`src/rtl/uart_pkg.sv`:
```
// Shared types and helpers for the buffered UART transmitter.
package uart_pkg;

  typedef enum logic [1:0] {
    PAR_NONE = 2'd0,
    PAR_ODD  = 2'd1,
    PAR_EVEN = 2'd2
  } parity_mode_e;

  typedef enum logic [2:0] {
    IDLE   = 3'd0,
    START  = 3'd1,
    DATA   = 3'd2,
    PARITY = 3'd3,
    STOP   = 3'd4
  } tx_state_e;

  function automatic int frame_bits(input int data_bits, input int parity_mode, input int stop_bits);
    return 1 + data_bits + ((parity_mode != 0) ? 1 : 0) + stop_bits;
  endfunction

endpackage

```
`src/rtl/uart_tx_fifo_sync_fifo.sv`:
```
// Synchronous FIFO with fall-through read data and same-cycle push/pop.
module sync_fifo #(
  parameter int WIDTH = 8,
  parameter int DEPTH = 16
) (
  input  logic                   i_clk,
  input  logic                   i_rst,
  input  logic                   i_push,
  input  logic                   i_pop,
  input  logic [WIDTH-1:0]       i_wdata,
  output logic [WIDTH-1:0]       o_rdata,
  output logic                   o_full,
  output logic                   o_empty,
  output logic [$clog2(DEPTH):0] o_count
);

  localparam int AW = $clog2(DEPTH);

  logic [WIDTH-1:0] r_mem [DEPTH];
  logic [AW-1:0]    r_wr_ptr;
  logic [AW-1:0]    r_rd_ptr;
  logic [AW:0]      r_count;
  logic             w_push_ok;
  logic             w_pop_ok;

  // A push into a full FIFO is dropped even if a pop happens in the same cycle
  assign w_push_ok = i_push && (r_count != (AW+1)'(DEPTH));
  assign w_pop_ok  = i_pop && (r_count != '0);

  always_ff @(posedge i_clk) begin
    if (w_push_ok) begin
      r_mem[r_wr_ptr] <= i_wdata;
    end
  end

  always_ff @(posedge i_clk or posedge i_rst) begin
    if (i_rst) begin
      r_wr_ptr <= '0;
      r_rd_ptr <= '0;
      r_count  <= '0;
    end else begin
      if (w_push_ok) r_wr_ptr <= r_wr_ptr + AW'(1);
      if (w_pop_ok)  r_rd_ptr <= r_rd_ptr + AW'(1);
      case ({w_push_ok, w_pop_ok})
        2'b10:   r_count <= r_count + (AW+1)'(1);
        2'b01:   r_count <= r_count - (AW+1)'(1);
        default: r_count <= r_count;
      endcase
    end
  end

  assign o_rdata = r_mem[r_rd_ptr];
  assign o_full  = (r_count == (AW+1)'(DEPTH));
  assign o_empty = (r_count == '0);
  assign o_count = r_count;

endmodule

```
`src/rtl/uart_tx_fifo.sv`:
```
// Buffered UART transmitter: FIFO-fed serialiser with configurable width, parity and stop bits.
// Optional line-break support is compiled in with `define UART_TX_BREAK_EN.
module uart_tx_fifo
  import uart_pkg::*;
#(
  parameter int CLKS_PER_BIT = 434,
  parameter int CNT_WIDTH    = 9,
  parameter int DATA_BITS    = 8,
  parameter int PARITY_MODE  = 0,
  parameter int STOP_BITS    = 1,
  parameter int FIFO_DEPTH   = 16
) (
  input  logic                        clk,
  input  logic                        reset,
  input  logic [DATA_BITS-1:0]        data_in,
  input  logic                        data_valid,
  output logic                        data_ready,
`ifdef UART_TX_BREAK_EN
  input  logic                        tx_break,
`endif
  output logic                        txd,
  output logic                        busy,
  output logic [$clog2(FIFO_DEPTH):0] fifo_count
);

  localparam int                   CW        = $clog2(FIFO_DEPTH) + 1;
  localparam logic [CNT_WIDTH-1:0] BAUD_LAST = CNT_WIDTH'(CLKS_PER_BIT - 1);
  localparam logic [3:0]           BIT_LAST  = 4'(DATA_BITS - 1);
  localparam logic                 STOP_LAST = 1'(STOP_BITS - 1);
  localparam parity_mode_e         PAR_CFG   = parity_mode_e'(PARITY_MODE[1:0]);

  if (PARITY_MODE < 0 || PARITY_MODE > 2) begin : g_chk_parity
    $error("uart_tx_fifo: PARITY_MODE must be 0, 1 or 2");
  end
  if (STOP_BITS < 1 || STOP_BITS > 2) begin : g_chk_stop
    $error("uart_tx_fifo: STOP_BITS must be 1 or 2");
  end
  if (CLKS_PER_BIT < 2 || (2**CNT_WIDTH) < CLKS_PER_BIT) begin : g_chk_baud
    $error("uart_tx_fifo: need CLKS_PER_BIT >= 2 and 2**CNT_WIDTH >= CLKS_PER_BIT");
  end
  if (DATA_BITS < 5 || DATA_BITS > 9) begin : g_chk_data
    $error("uart_tx_fifo: DATA_BITS must be 5..9");
  end

  tx_state_e            r_state, w_state_next;
  logic [CNT_WIDTH-1:0] r_baud, w_baud_next;
  logic [3:0]           r_bit, w_bit_next;
  logic                 r_stop, w_stop_next;
  logic [DATA_BITS-1:0] r_shift, w_shift_next;
  logic                 r_par, w_par_next;
  logic                 r_txd, w_txd_next;
  logic                 r_busy, r_ready;
  logic                 w_push, w_pop, w_load, w_full, w_empty, w_bit_end, w_par_load;
  logic [DATA_BITS-1:0] w_rdata;
  logic [CW-1:0]        w_count, w_count_next;
`ifdef UART_TX_BREAK_EN
  logic                 r_mark, w_mark_next;
`endif

  assign w_push       = data_valid && r_ready && !w_full;
  assign w_count_next = w_count + CW'(w_push) - CW'(w_pop);
  assign w_bit_end    = (r_baud == BAUD_LAST);
  assign w_par_load   = (^w_rdata) ^ (PAR_CFG == PAR_ODD);

  sync_fifo #(.WIDTH(DATA_BITS), .DEPTH(FIFO_DEPTH)) u_fifo (
    .i_clk   (clk),
    .i_rst   (reset),
    .i_push  (w_push),
    .i_pop   (w_pop),
    .i_wdata (data_in),
    .o_rdata (w_rdata),
    .o_full  (w_full),
    .o_empty (w_empty),
    .o_count (w_count)
  );

  // Next-state and next-bit logic; any path that sets w_load starts a new frame
  always_comb begin
    w_state_next = r_state;
    w_baud_next  = w_bit_end ? '0 : r_baud + CNT_WIDTH'(1);
    w_bit_next   = r_bit;
    w_stop_next  = r_stop;
    w_shift_next = r_shift;
    w_par_next   = r_par;
    w_txd_next   = r_txd;
    w_pop        = 1'b0;
    w_load       = 1'b0;
`ifdef UART_TX_BREAK_EN
    w_mark_next  = r_mark;
`endif
    case (r_state)
      IDLE: begin
        w_baud_next = '0;
        w_txd_next  = 1'b1;
`ifdef UART_TX_BREAK_EN
        if (tx_break) begin
          w_txd_next  = 1'b0;
          w_mark_next = 1'b1;
        end else if (r_mark) begin
          // Mark-after-break: time one full bit from the edge txd returned high
          if (!r_txd) begin
            w_baud_next = '0;
          end else if (w_bit_end) begin
            w_mark_next = 1'b0;
            w_load      = !w_empty;
          end else begin
            w_baud_next = r_baud + CNT_WIDTH'(1);
          end
        end else begin
          w_load = !w_empty;
        end
`else
        w_load = !w_empty;
`endif
      end
      START: begin
        if (w_bit_end) begin
          w_state_next = DATA;
          w_txd_next   = r_shift[0];
          w_shift_next = r_shift >> 1;
          w_bit_next   = '0;
        end else begin
          w_state_next = START;
        end
      end
      DATA: begin
        if (w_bit_end && r_bit == BIT_LAST) begin
          if (PAR_CFG != PAR_NONE) begin
            w_state_next = PARITY;
            w_txd_next   = r_par;
          end else begin
            w_state_next = STOP;
            w_txd_next   = 1'b1;
            w_stop_next  = 1'b0;
          end
        end else if (w_bit_end) begin
          w_txd_next   = r_shift[0];
          w_shift_next = r_shift >> 1;
          w_bit_next   = r_bit + 4'd1;
        end else begin
          w_state_next = DATA;
        end
      end
      PARITY: begin
        if (w_bit_end) begin
          w_state_next = STOP;
          w_txd_next   = 1'b1;
          w_stop_next  = 1'b0;
        end else begin
          w_state_next = PARITY;
        end
      end
      STOP: begin
        if (w_bit_end && r_stop == STOP_LAST) begin
`ifdef UART_TX_BREAK_EN
          if (tx_break) begin
            w_state_next = IDLE;
            w_txd_next   = 1'b0;
            w_mark_next  = 1'b1;
          end else if (!w_empty) begin
            w_load = 1'b1;
          end else begin
            w_state_next = IDLE;
            w_txd_next   = 1'b1;
          end
`else
          if (!w_empty) begin
            w_load = 1'b1;
          end else begin
            w_state_next = IDLE;
            w_txd_next   = 1'b1;
          end
`endif
        end else if (w_bit_end) begin
          w_stop_next = 1'b1;
        end else begin
          w_stop_next = r_stop;
        end
      end
      default: begin
        w_state_next = IDLE;
        w_txd_next   = 1'b1;
      end
    endcase
    if (w_load) begin
      w_pop        = 1'b1;
      w_shift_next = w_rdata;
      w_par_next   = w_par_load;
      w_state_next = START;
      w_txd_next   = 1'b0;
      w_baud_next  = '0;
      w_bit_next   = '0;
    end
  end

  // State, datapath and registered outputs
  always_ff @(posedge clk or posedge reset) begin
    if (reset) begin
      r_state <= IDLE;
      r_baud  <= '0;
      r_bit   <= '0;
      r_stop  <= 1'b0;
      r_shift <= '0;
      r_par   <= 1'b0;
      r_txd   <= 1'b1;
      r_busy  <= 1'b0;
      r_ready <= 1'b0;
`ifdef UART_TX_BREAK_EN
      r_mark  <= 1'b0;
`endif
    end else begin
      r_state <= w_state_next;
      r_baud  <= w_baud_next;
      r_bit   <= w_bit_next;
      r_stop  <= w_stop_next;
      r_shift <= w_shift_next;
      r_par   <= w_par_next;
      r_txd   <= w_txd_next;
      r_busy  <= (w_state_next != IDLE) || (w_count_next != '0);
      r_ready <= (w_count_next != CW'(FIFO_DEPTH));
`ifdef UART_TX_BREAK_EN
      r_mark  <= w_mark_next;
`endif
    end
  end

  assign txd        = r_txd;
  assign busy       = r_busy;
  assign data_ready = r_ready;
  assign fifo_count = w_count;

endmodule

```
`config.mk`:
```
export PLATFORM = sky130hd
export DESIGN_NAME = uart_tx_fifo
export DESIGN_NICKNAME = d
export VERILOG_FILES = /design/src/rtl/uart_pkg.sv /design/src/rtl/uart_tx_fifo_sync_fifo.sv /design/src/rtl/uart_tx_fifo.sv
export SDC_FILE = /design/constraint.sdc
export NUM_CORES = 1
export LEC_CHECK = 0
export CORE_UTILIZATION = 30
export CTS_BUF_LIST = sky130_fd_sc_hd__clkbuf_16
export DETAILED_ROUTE_END_ITERATION = 8
export GPL_ROUTABILITY_DRIVEN = 0
export SLEW_MARGIN = 15
export SYNTH_ARGS = -nofsm -noshare
export SYNTH_HDL_FRONTEND = slang
export SYNTH_SLANG_ARGS = --single-unit
```
`constraint.sdc`:
```
create_clock -name clk -period 4.1 [get_ports clk]
set_clock_uncertainty 0.1 [all_clocks]
set_input_delay 0.615 -clock clk [delete_from_list [all_inputs] [get_ports clk]]
set_output_delay 0.615 -clock clk [all_outputs]
set_load 0.02 [all_outputs]
```
== Yosys cells after proc, flatten, opt, wreduce, memory -nomap -nowiden ==
Memory sizes are Yosys's and may differ from the RTL's.
Index checks and enable logic that the tools add are counted.
Cells by class
  bitwise operators: 1
  equality and inequality tests: 21
  reductions and logical operators: 21
  add/subtract/negate cells: 8
  muxes and demuxes: 38
Operators by type and width (count)
  9-bit two-way mux: 3
  8-bit two-way mux: 3
  3-bit two-way mux: 6
  3-bit != test (second input constant): 6
  4-bit two-way mux: 4
  8-bit case mux with 2 select lines: 1
  3-bit case mux with 5 select lines: 1
  1-bit two-way mux: 14
  4-bit by 1-bit adder with 4-bit output (second input constant): 3
  5-bit != test (second input constant): 2
  5-bit case mux with 2 select lines: 1
  5-bit nonzero test: 2
  9-bit by 1-bit adder with 9-bit output (second input constant): 1
  9-bit equality test (second input constant): 1
  3-bit nonzero test: 3
  2-bit != test (second input constant): 4
  4-bit case mux with 2 select lines: 1
  3-bit by 2-bit equality test with 1-bit output (second input constant): 2
  1-bit logical AND: 6
  5-bit by 1-bit adder with 5-bit output: 1
  5-bit by 1-bit adder with 5-bit output (second input constant): 1
  5-bit equality test (second input constant): 1
  5-bit logical NOT: 1
  5-bit AND reduction: 1
  other kinds (19): 20
Word-level totals
  memories kept: 1
  output and inout bits: 8
  register bits after elaboration: 41
  bits of input ports: 11
  RAM bits: 128
  word-level logic and storage cells: 101
Memories
  u_fifo.r_mem: words 16, bits a word 8, read ports 1, clocked after Yosys merged registers in 0, wr ports 1, RTL line uart_tx_fifo_sync_fifo.sv:19  | logic [WIDTH-1:0] r_mem [DEPTH];

== Logic depth before layout (Yosys ltp) ==
Gate-level depths: netlist of the first run.
  word-level depth: 8
  gate-level depth with buffers: 15
  gate-level depth less buffers: 14

== Modules after synthesis ==
From an unflattened synthesis of the first run, not the netlist that was laid out.
Second synthesis, totals
  cell total of the unflattened synthesis: 508
  area total of the unflattened synthesis: 7537.2 µm²
Modules (own cells, without submodules)
  sync_fifo: area an instance 5836.8 µm², instances 1, cells an instance 333, seq. area each 4169.0 µm²
  uart_tx_fifo: area an instance 1700.4 µm², instances 1, cells an instance 175, seq. area each 701.9 µm²

== Worst setup path after synthesis of the first run ==
Ideal clock, no wire load.
  path kind: register to register
  from: reg u_fifo.r_count[2], in the netlist u_fifo.o_count[2]
  to: reg r_busy, in the netlist busy
  required time: 3860 ps
  data arrival time: 3013 ps
  cell stages (with the launch flop): 13
  period minus slack after synthesis: 3254 ps
  buffers on the path: 1
  path slack: 846 ps
  library setup time: 140 ps
  cell sequence: dfrtp_1 -> inv_1 -> ha_1 -> nor3b_1 -> a211o_1 -> nor2_2 -> clkbuf_1 -> nand2_1 -> nand2_1 -> ha_1 -> fa_1 -> nor4_1 -> nand4bb_1
Between the ends
  cells in the longest elaborated chain, start to end: 8
  elaborated cells between the ends (all ways): 18
  those cells by class: 2 x add/sub; 1 x eq/ne; 8 x mux; 7 x reduce/logical
RTL lines
  start, declared: RTL line uart_tx_fifo_sync_fifo.sv:22  | logic [AW:0] r_count;
  start signal, assigned: RTL line uart_tx_fifo_sync_fifo.sv:45  | 2'b10: r_count <= r_count + (AW+1)'(1);
  start signal, assigned: RTL line uart_tx_fifo_sync_fifo.sv:46  | 2'b01: r_count <= r_count - (AW+1)'(1);
  start signal, assigned: RTL line uart_tx_fifo_sync_fifo.sv:47  | default: r_count <= r_count;
  branches (longest 7 deep; another with 5-bit by 1-bit adder with 5-bit output)
  1-bit logical OR *: RTL line uart_tx_fifo.sv:219  | r_busy <= (w_state_next != IDLE) || (w_count_next != '0);
  end signal, assigned: RTL line uart_tx_fifo.sv:219
  end, declared: RTL line uart_tx_fifo.sv:52  | logic r_busy, r_ready;
Mark *: on every way between the ends.
A chain may end at the register's enable or synchronous reset.

== Worst setup path in the final report of the first run ==
  from: reg u_fifo.r_count[3], in the netlist u_fifo.o_count[3]
  to: reg r_busy, in the netlist busy
Same word-level chain as after synthesis.

==> flow_metrics.env, run 1 <==
export IMPL_crit_start="u_fifo.o_count[3]$_DFFE_PP0P_"
export IMPL_postCtsSetupRepairBufs=0
export IMPL_relSlewSlack_pct=27.6
export IMPL_grt_overflow_total=0
export IMPL_core_um2=23400
export IMPL_dieArea_um2=24400
export IMPL_synth_net_count=476
export IMPL_r2r_slack_ps=1100
export IMPL_clk_pin_slew_ps=60
export IMPL_via_count=3805
export IMPL_cts_buffers=17
export IMPL_regArea_um2=4870
export IMPL_r2r_start="u_fifo.o_count[3]$_DFFE_PP0P_"
export IMPL_synthFlopType="edfxtp_1"
export IMPL_arrival_ps=3190
export IMPL_routedWlPerCell_um=17.2
export IMPL_place_hpwl_um=8970
export IMPL_hold_buffers=0
export IMPL_whs_ps=439
export IMPL_nNetsFinal=503
export IMPL_h_tree_depth=4
export IMPL_p_total_mw=4.29
export IMPL_drc=0
export IMPL_finalSetupViolCount=0
export IMPL_fp_row_count=56
export IMPL_cap_violations=0
export IMPL_grt_pass1_vias=3944
export IMPL_synthCells=446
export IMPL_r2r_cells=13
export IMPL_hp_class="flip-flop to flip-flop"
export IMPL_place_ws_ps=849
export IMPL_slew_viol_final=0
export IMPL_synth_edf_count=128
export IMPL_power_leakage_nw=2.91
export IMPL_diodes=0
export IMPL_power_density_nw_per_um2=521
export IMPL_cts_resized=0
export IMPL_ys_async_sr_fraction_pct=24.3
export IMPL_drtPass1Iterations=4
export IMPL_critPathSlowestCell="dfrtp_1"
export IMPL_period_needed_ps=3000
export IMPL_place_port_buffers=18
export IMPL_crit_path_end_kind="flip-flop"
export IMPL_synth_yosys_seq_area_share_pct=68.2
export IMPL_die_height_um=156
export IMPL_drt_iter0_drc=218
export IMPL_syn_area_per_cell_um2=16.0
export IMPL_hold_viol_final=0
export IMPL_worst_setup_path_type="flip-flop to flip-flop"
export IMPL_crit_chain="inv_1 > ha_1 > nor3b_1 > a21oi_1 > buf_4 > inv_1 > nand2_1 > nand2_1 > ha_1 > fa_1 > xor2_1 > nor4_1 > nand4bb_1"
export IMPL_multi_input_area_um2=2130
export IMPL_drive_gt1_share_pct=15.8
export IMPL_synth_cell_types=47
export IMPL_fin_tns_setup_ps=0
export IMPL_synth_seq_cells=169
export IMPL_start_util_pct=30.5
export IMPL_setup_ws_ps=1100
export IMPL_pin_count=19
export IMPL_die_w_um=156
export IMPL_crit_end="busy$_DFF_PP0_"
export IMPL_cp_start_kind="flip-flop"
export IMPL_ir_worst_vdd_mv=0.227
export IMPL_required_ps=4290
export IMPL_cpPeakStageDelay_ps=440
export IMPL_fillers=2243
export IMPL_syn_area_um2=7140
export IMPL_syn2layout_area_growth_pct=15.4
export IMPL_ant_nets=0
export IMPL_grt_max_degree=37
export IMPL_grt_first_pass_wirelength_um=22300
export IMPL_fmax_mhz=334
export IMPL_cts_root_buf="clkbuf_16"
export IMPL_drt_vias_per_instance=4.73
export IMPL_status="completed"
export IMPL_antenna_found_initial=0
export IMPL_clock_path_buffers=2
export IMPL_crit_fanout=10
export IMPL_grt_use_total_pct=12.6
export IMPL_clock_sinks=169
export IMPL_routed_wl_um=13900
export IMPL_worstMarginPinSlew_ps=1080
export IMPL_stdcell_count=805
export IMPL_cts_tree="yes"
export IMPL_rsz0062_at_grt="no"
export IMPL_r2r_end="busy$_DFF_PP0_"
export IMPL_period_share_pct=73.1
export IMPL_placed_cells=773
export IMPL_yosys_warnings=0
export IMPL_worstSkewPairLatency_ps=430
## cells by family after synthesis
logic type      synth area share (%)
flops                           68.2
simple gates                    6.87
compound gates                  5.03
mux                             11.7
buf+inv                         1.91
xor+xnor                        2.70
fa+ha+maj                       3.54
## worst min path at each step
| stage | slack (ps) | endpoint | depth (start not counted) | from |
|---|---|---|---|---|
| floorplan | 380 | r_baud[0]$_DFF_PP0_ | 1 | r_baud[0]$_DFF_PP0_ |
| global placement | 390 | r_baud[0]$_DFF_PP0_ | 1 | r_baud[0]$_DFF_PP0_ |
| detailed placement | 420 | txd$_DFFE_PP1P_ | 2 | r_shift[0]$_DFFE_PP0P_ |
| CTS | 440 | txd$_DFFE_PP1P_ | 2 | r_shift[0]$_DFFE_PP0P_ |
| global route | 470 | txd$_DFFE_PP1P_ | 2 | r_shift[0]$_DFFE_PP0P_ |
| finish | 440 | r_baud[0]$_DFF_PP0_ | 1 | r_baud[0]$_DFF_PP0_ |
## cell type report
type,instances,area share (%)
tap,319,4.85
clock inverter,15,1.25
inverter,13,0.593
multi-input combinational,244,25.9
timing repair buffer,28,3.10
sequential,169,59.2
clock buffer,17,5.17
## per-layer routing
| layer | vias up | track usage, % | share of wire (%) |
|---|---|---|---|
| li1 | 1746 | - | - |
| met1 | 1955 | 16.0 | 44 |
| met2 | 84 | 20.8 | 51 |
| met3 | 20 | 3.10 | 3.4 |
| met4 | 0 | 4.48 | 1.2 |
| met5 | - | 0 | 0 |
## report_power, final
| part | switching, mW | internal [mW] | total, mW |
|---|---|---|---|
| clock | 0.676 | 0.774 | 1.45 |
| sequential | 0.108 | 2.03 | 2.14 |
| combinational | 0.404 | 0.296 | 0.699 |
| total | 1.19 | 3.10 | 4.29 |
## layout by cell type (no fill, tap or decap), types with 3 or more instances in the layout
master             n
dfrtp_1           39
inv_1             13
clkbuf_16         17
mux4_2            31
xor2_1             7
buf_4             10
ha_1              17
clkdlybuf4s50_1   18
nand2_1           36
nor3_1             6
mux2i_1            9
nand4_1            3
edfxtp_1         128
a21oi_1            9
nor2_1            35
o21ai_0           12
mux2_2             3
a21o_1             4
xnor2_1           15
clkinv_1           4
nor2b_1            5
nand3_1            4
a22oi_1           14
nand2b_1           4
## cell usage after synthesis (all sizes together) (9+ instances only)
| cell type | n | area share (%) |
|---|---|---|
| nor2 | 36 | 1.9 |
| edfxtp | 128 | 54 |
| dfrtp | 40 | 14 |
| clkbuf | 12 | 0.63 |
| inv | 13 | 0.68 |
| a22oi | 14 | 1.5 |
| nand2 | 36 | 1.9 |
| xnor2 | 15 | 1.8 |
| a21oi | 9 | 0.63 |
| ha | 17 | 3.0 |
| mux2i | 9 | 1.3 |
| o21ai | 12 | 0.84 |
| mux4 | 31 | 9.8 |
## sequential cells by signal, summed over array words and instances, names as in the netlist
signal and count:
r_shift 8, u_fifo.r_wr_ptr 4, r_baud 9, u_fifo.r_rd_ptr 4
r_bit 4, busy 1, u_fifo.r_mem 128, u_fifo.o_count 5
txd 1, r_state 3, r_stop 1, data_ready 1
## critical path: cells and delay by family, from the launching register on
family / cells / cell delay [ps]
fa+ha+maj: 3 / 800
compound gates: 1 / 190
flops: 1 / 440
buf+inv: 3 / 340
simple gates: 5 / 830
xor+xnor: 1 / 170
## stage by stage
stage / area, um^2 / utilization (%)
6_report: 8240 / 35.2
5_1_grt: 8240 / 35.2
4_1_cts: 8240 / 35.2
3_5_place_dp: 7710 / 32.9
3_3_place_gp: 7710 / 32.9
2_1_floorplan: 7140 / -
(Power assumes the default switching activity.)
==> inputs of run 2 (changes only) <==
==> constraint.sdc (replaced) <==
create_clock -name clk -period 2.7 [get_ports clk]
set_clock_uncertainty 0.1 [all_clocks]
set_input_delay 0.405 -clock clk [delete_from_list [all_inputs] [get_ports clk]]
set_output_delay 0.405 -clock clk [all_outputs]
set_load 0.02 [all_outputs]
==> run 2 against run 1 <==
Net effect:
- first-iteration DRC count up 30%
- global-route usage fell by 0.076 points
- clock power up 66%
- critical path depth stayed put
- sequential power is 50% higher
- sequential share of layout area fell by 3.1 points
- largest cell class unchanged
- critical endpoint is now u_fifo.o_count[4]$_DFFE_PP0P_
- worst hold slack worse by 120 ps
- power is 63% higher
==> flow_metrics.env, run 2 (synthesized netlist as in run 1, its figures left out) <==
export IMPL_status="completed"
export IMPL_ant_nets=0
export IMPL_drt_iter0_drc=284
export IMPL_grt_overflow_total=0
export IMPL_cp_start_kind="flip-flop"
export IMPL_rsz0062_at_grt="yes"
export IMPL_nNetsFinal=538
export IMPL_p_int_mw=5.03
export IMPL_routed_wl_um=14200
export IMPL_routedWlPerCell_um=17.0
export IMPL_r2r_start="u_fifo.o_count[3]$_DFFE_PP0P_"
export IMPL_place_hpwl_um=9220
export IMPL_stdcell_count=840
export IMPL_power_density_nw_per_um2=806
export IMPL_antenna_found_initial=0
export IMPL_diodes=0
export IMPL_slew_viol_final=0
export IMPL_finalSetupViolCount=0
export IMPL_grt_pass1_vias=4014
export IMPL_core_um2=23400
export IMPL_arrival_ps=2860
export IMPL_relSlewSlack_pct=34.8
export IMPL_crit_start="u_fifo.o_count[3]$_DFFE_PP0P_"
export IMPL_clockPowerShare_pct=34.2
export IMPL_regMostFlops="u_fifo.r_mem"
export IMPL_fmax_mhz=377
export IMPL_final_cell_mix="edfxtp_1 (128), buf_4 (41), dfrtp_1 (37), nand2_1 (35), nor2_1 (35)"
export IMPL_cts_tree="yes"
export IMPL_swShare_pct=28.2
export IMPL_period_needed_ps=2650
export IMPL_largest_reg_flops=128
export IMPL_start_util_pct=30.5
export IMPL_drt_vias_per_instance=4.64
export IMPL_placed_cells=801
export IMPL_worstSkewPairLatency_ps=430
export IMPL_drive_gt1_share_pct=25.3
export IMPL_hp_class="input port to async pin"
export IMPL_cts_root_buf="clkbuf_16"
export IMPL_worst_setup_path_type="flip-flop to flip-flop"
export IMPL_final_common_cell="edfxtp_1"
export IMPL_crit_path_end_kind="flip-flop"
export IMPL_power_leakage_nw=3.14
export IMPL_grt_first_pass_wirelength_um=22500
export IMPL_ir_worst_vdd_mv=0.408
export IMPL_required_ps=2900
export IMPL_clock_path_buffers=2
export IMPL_whs_ps=323
export IMPL_place_port_buffers=18
export IMPL_worstMarginPinSlew_ps=973
export IMPL_hold_viol_final=0
export IMPL_drc=0
export IMPL_switchingPower_mw=1.98
export IMPL_drtPass1Iterations=4
export IMPL_cap_violations=0
export IMPL_period_share_pct=98.2
export IMPL_grt_max_degree=37
export IMPL_clock_sinks=169
export IMPL_syn2layout_area_growth_pct=21.8
export IMPL_hold_buffers=0
export IMPL_largest_registers="u_fifo.r_mem: 128 flops, r_baud: 9 flops, r_shift: 8 flops"
export IMPL_dieArea_um2=24400
export IMPL_crit_fanout=5
export IMPL_pwr_share_comb_pct=19.9
export IMPL_h_tree_depth=4
export IMPL_grt_use_total_pct=12.5
export IMPL_seqPwrFrac_pct=45.8
export IMPL_die_height_um=156
export IMPL_clk_pin_slew_ps=70
export IMPL_die_w_um=156
export IMPL_via_count=3901
export IMPL_fp_row_count=56
export IMPL_fin_tns_setup_ps=0
export IMPL_pin_count=19
export IMPL_cts_buffers=17
-- run 2: worst paths after layout --
check | end | slack, ps | depth (start not counted)
worst max-delay path | u_fifo.o_count[4]$_DFFE_PP0P_ | 50 | 13
worst min-delay path | r_baud[4]$_DFF_PP0_ | 320 | 2
worst max register to register | u_fifo.o_count[4]$_DFFE_PP0P_ | 50 | 13
worst min register to register | txd$_DFFE_PP1P_ | 440 | 2
max in group asynchronous | u_fifo.r_rd_ptr[0]$_DFFE_PP0P_ | 1480 | 3
min in group clk | txd$_DFFE_PP1P_ | 440 | 2
-- run 2: layout make-up --
cell class              count  area, um^2
inverters                  13        48.8
repair buffers             63         551
clock buffers              17         425
fillers                  2218       14700
well taps                 319         399
multi-input cells         244        2230
flip-flops and latches    169        4870
clock inverters            15         161
-- run 2: per-layer routing --
| metal | share of wire (%) | up-vias | GRT usage [%] |
|---|---|---|---|
| li1 | - | 1806 | - |
| met1 | 43 | 1997 | 16.2 |
| met2 | 51 | 90 | 20.8 |
| met3 | 4.9 | 8 | 3.35 |
| met4 | 0.70 | 0 | 2.99 |
| met5 | 0 | - | 0 |
-- run 2: metrics by stage --
step                power (mW)  setup WS [ps]  cell area, um^2  utilization [%]
floorplan                 4.04           -126             7220                -
global placement          4.49           13.7             8000             34.2
detailed placement        4.56          -91.0             8000             34.2
CTS                       7.02          0.777             8660             37.0
global route              7.29          -99.8             8690             37.2
finish                    7.01           48.6             8690             37.2
-- run 2: timing repair --
action	in CTS	in global routing
pin swaps	14	14
endpoints found under the setup margin	1	5
setup buffers	4	3
resized for setup	8	3
-- run 2: power by group through the flow --
stage	Combinational, mW	Sequential [mW]	Clock (mW)
3_3_place_gp	1.24	3.25	0
3_5_place_dp	1.30	3.27	0
4_1_cts	1.36	3.21	2.44
5_1_grt	1.52	3.24	2.54
2_1_floorplan	0.741	3.30	0
6_report	1.40	3.21	2.40
-- run 2: critical path: stages, from the launching register on --
cell and delay, ps:
dfrtp_2 420, inv_2 80, ha_4 120, nor3b_4 210, a211o_1 230, nor2_4 60, buf_6 120, ha_4 180
fa_2 340, a21o_1 190, a21oi_2 140, xor2_1 150, nor2_1 70, xnor2_1 120
==> patch, RTL diff (flow settings as in run 1) <==
The 5 states of `tx_state_e` get a one-hot encoding in 5 bits.
--- a/src/rtl/uart_pkg.sv
+++ b/src/rtl/uart_pkg.sv
@@ -9,8 +9,8 @@
 
-  typedef enum logic [2:0] {
-    IDLE   = 3'd0,
-    START  = 3'd1,
-    DATA   = 3'd2,
-    PARITY = 3'd3,
-    STOP   = 3'd4
+  typedef enum logic [4:0] {
+    IDLE   = 5'b00001,
+    START  = 5'b00010,
+    DATA   = 5'b00100,
+    PARITY = 5'b01000,
+    STOP   = 5'b10000
   } tx_state_e;
Behaviour: same outputs for any inputs over 10 cycles, from zero or initial values and one cycle with reset high; not proved beyond that.
==> patch against run 1 <==
Final cell count is 0.37% higher. Routed wire length is 2.7% higher. Worst setup slack worse by 0.23 ns. Synthesized area is 2.9% higher. Global-route usage is 0.057 points lower. Count of clock-buffer cells in the layout stayed put. Hold slack worse by 0.014 ns. First-iteration DRC count is 22% higher. Sequential cell count is 2 higher. Final area is 3.6% higher.
Power is not compared: it rests on default switching activity, and its combinational part moved more than twofold at a synthesized area within 25%.
==> patch: results (changes against run 1) <==
stage,metric,value,unit,change
run_status,outcome,"finished, final reports clean",,unchanged
clock_tree,Root Buffer,sky130_fd_sc_hd__clkbuf_16,,unchanged
finish,share of post-route cells with drive strength above 1,19.2,%,was 15.8%
logic_synthesis,most instantiated cells after synthesis,"128 x sky130_fd_sc_hd__edfxtp_1, 41 x sky130_fd_sc_hd__dfrtp_1, 32 x sky130_fd_sc_hd__mux4_2, 32 x sky130_fd_sc_hd__nor2_1, 25 x sky130_fd_sc_hd__nand2_1",,"was 128 x sky130_fd_sc_hd__edfxtp_1, 40 x sky130_fd_sc_hd__dfrtp_1, 36 x sky130_fd_sc_hd__nand2_1, 35 x sky130_fd_sc_hd__nor2_1, 31 x sky130_fd_sc_hd__mux4_2"
global_routing,largest net degree at the start of global routing,28,,was 37
global_routing,GRT Overall Usage,12.5,%,was 12.6%
finish,number of inserted diodes,0,,unchanged
critical_path,reg2reg setup slack,0.87,ns,was 1.10 ns
route,drt first-iter violations,266,,was 218
logic_synthesis,sequential fraction of the synthesis area,67.0,%,was 68.2%
sta,transition at the pin with the smallest max-transition slack,1.06,ns,was 1.08 ns
min_path,startpoint of the most critical hold path,r_shift[7],,was r_baud[0]
global_routing,first-pass GRT wire length,22.9,mm,was 22.3 mm
logic_synthesis,share of synthesized registers carrying an async set or reset,25.1,%,was 24.3%
critical_path,Crit Path Max Fanout,17,,was 10
finish,Final #Nets,508,,was 503
placement,Post-Place Worst Slack,0.849,ns,about the same
placement,half-perimeter wire length of the detailed placement result,9.24,mm,was 8.97 mm
logic_synthesis,syn nets,477,,was 476
route,Post-Route WL,14.3,mm,was 13.9 mm
logic_synthesis,mean instance size in the synthesized netlist,16.5,um^2,was 16.0 um^2
critical_path,worst r2r dst,u_fifo.o_count[4],,was busy
critical_path,Crit path max-delay family,adder cells,,was simple AND/OR/NAND/NOR gates
placement,count of placed standard cells including taps,777,,was 773
min_path,end point of the worst hold path,r_shift[7],,was r_baud[0]
critical_path,path depth of the worst reg2reg path,13,,unchanged
route,post-detailed-route via-to-cell ratio,4.73,,about the same
clock_tree,"Clk Latency, worst-skew pair",0.42,ns,
sta,post-route worst hold slack,0.425,ns,was 0.439 ns
patch: cell count changes after synthesis, sizes merged, moves of 3 or more:
cell and change:
a21oi +6, a22oi -14, and3 +3, buf +5, clkbuf -8, mux2 +6
mux2i +7, nand2 -11, nor2 -4, nor3b +3, o211a +6, o21ai -3
xnor2 -3, xor2 +5
patch: kinds of logic (layout without fill, tap and decap cells):
| kind of cell | count (synthesis) | in the layout | share of synthesized area, % |
|---|---|---|---|
| flip-flops | 171 | 171 | 67.0 |
| AND/OR/NAND/NOR | 98 | 98 | 6.91 |
| multiplexers | 58 | 58 | 13.5 |
| AO/OA/AOI/OAI | 44 | 44 | 4.24 |
| buffers and inverters | 31 | 74 | 1.89 |
| XOR/XNOR | 24 | 24 | 2.86 |
| adder cells (fa/ha/maj) | 20 | 20 | 3.61 |
patch: worst max-delay path by stage:
stage | start | end | slack (ns) | cells past startpoint
after CTS | u_fifo.o_count[3] | u_fifo.o_count[4] | 0.85 | 13
after detailed placement | data_valid | busy | 0.85 | 12
after global routing | u_fifo.o_count[3] | u_fifo.o_count[4] | 0.69 | 13
after global placement | data_valid | busy | 0.95 | 12
final | u_fifo.o_count[3] | u_fifo.o_count[4] | 0.87 | 13
after floorplan | u_fifo.o_count[2] | busy | 1.00 | 12
patch: metal layers:
layer,vias up,GRT usage [%],routed length (um)
met1,1970,16.0,6290
met4,0,3.71,138
met3,10,3.54,756
li1,1760,-,-
met2,78,20.6,7070
met5,-,0,0
patch: layout make-up:
cell class	instances	area [um^2]
flip-flops and latches	171	4920
repair buffers	29	263
clock inverters	14	180
clock buffers	17	425
fillers	2215	15200
inverters	14	52.6
multi-input cells	244	2290
well taps	319	399
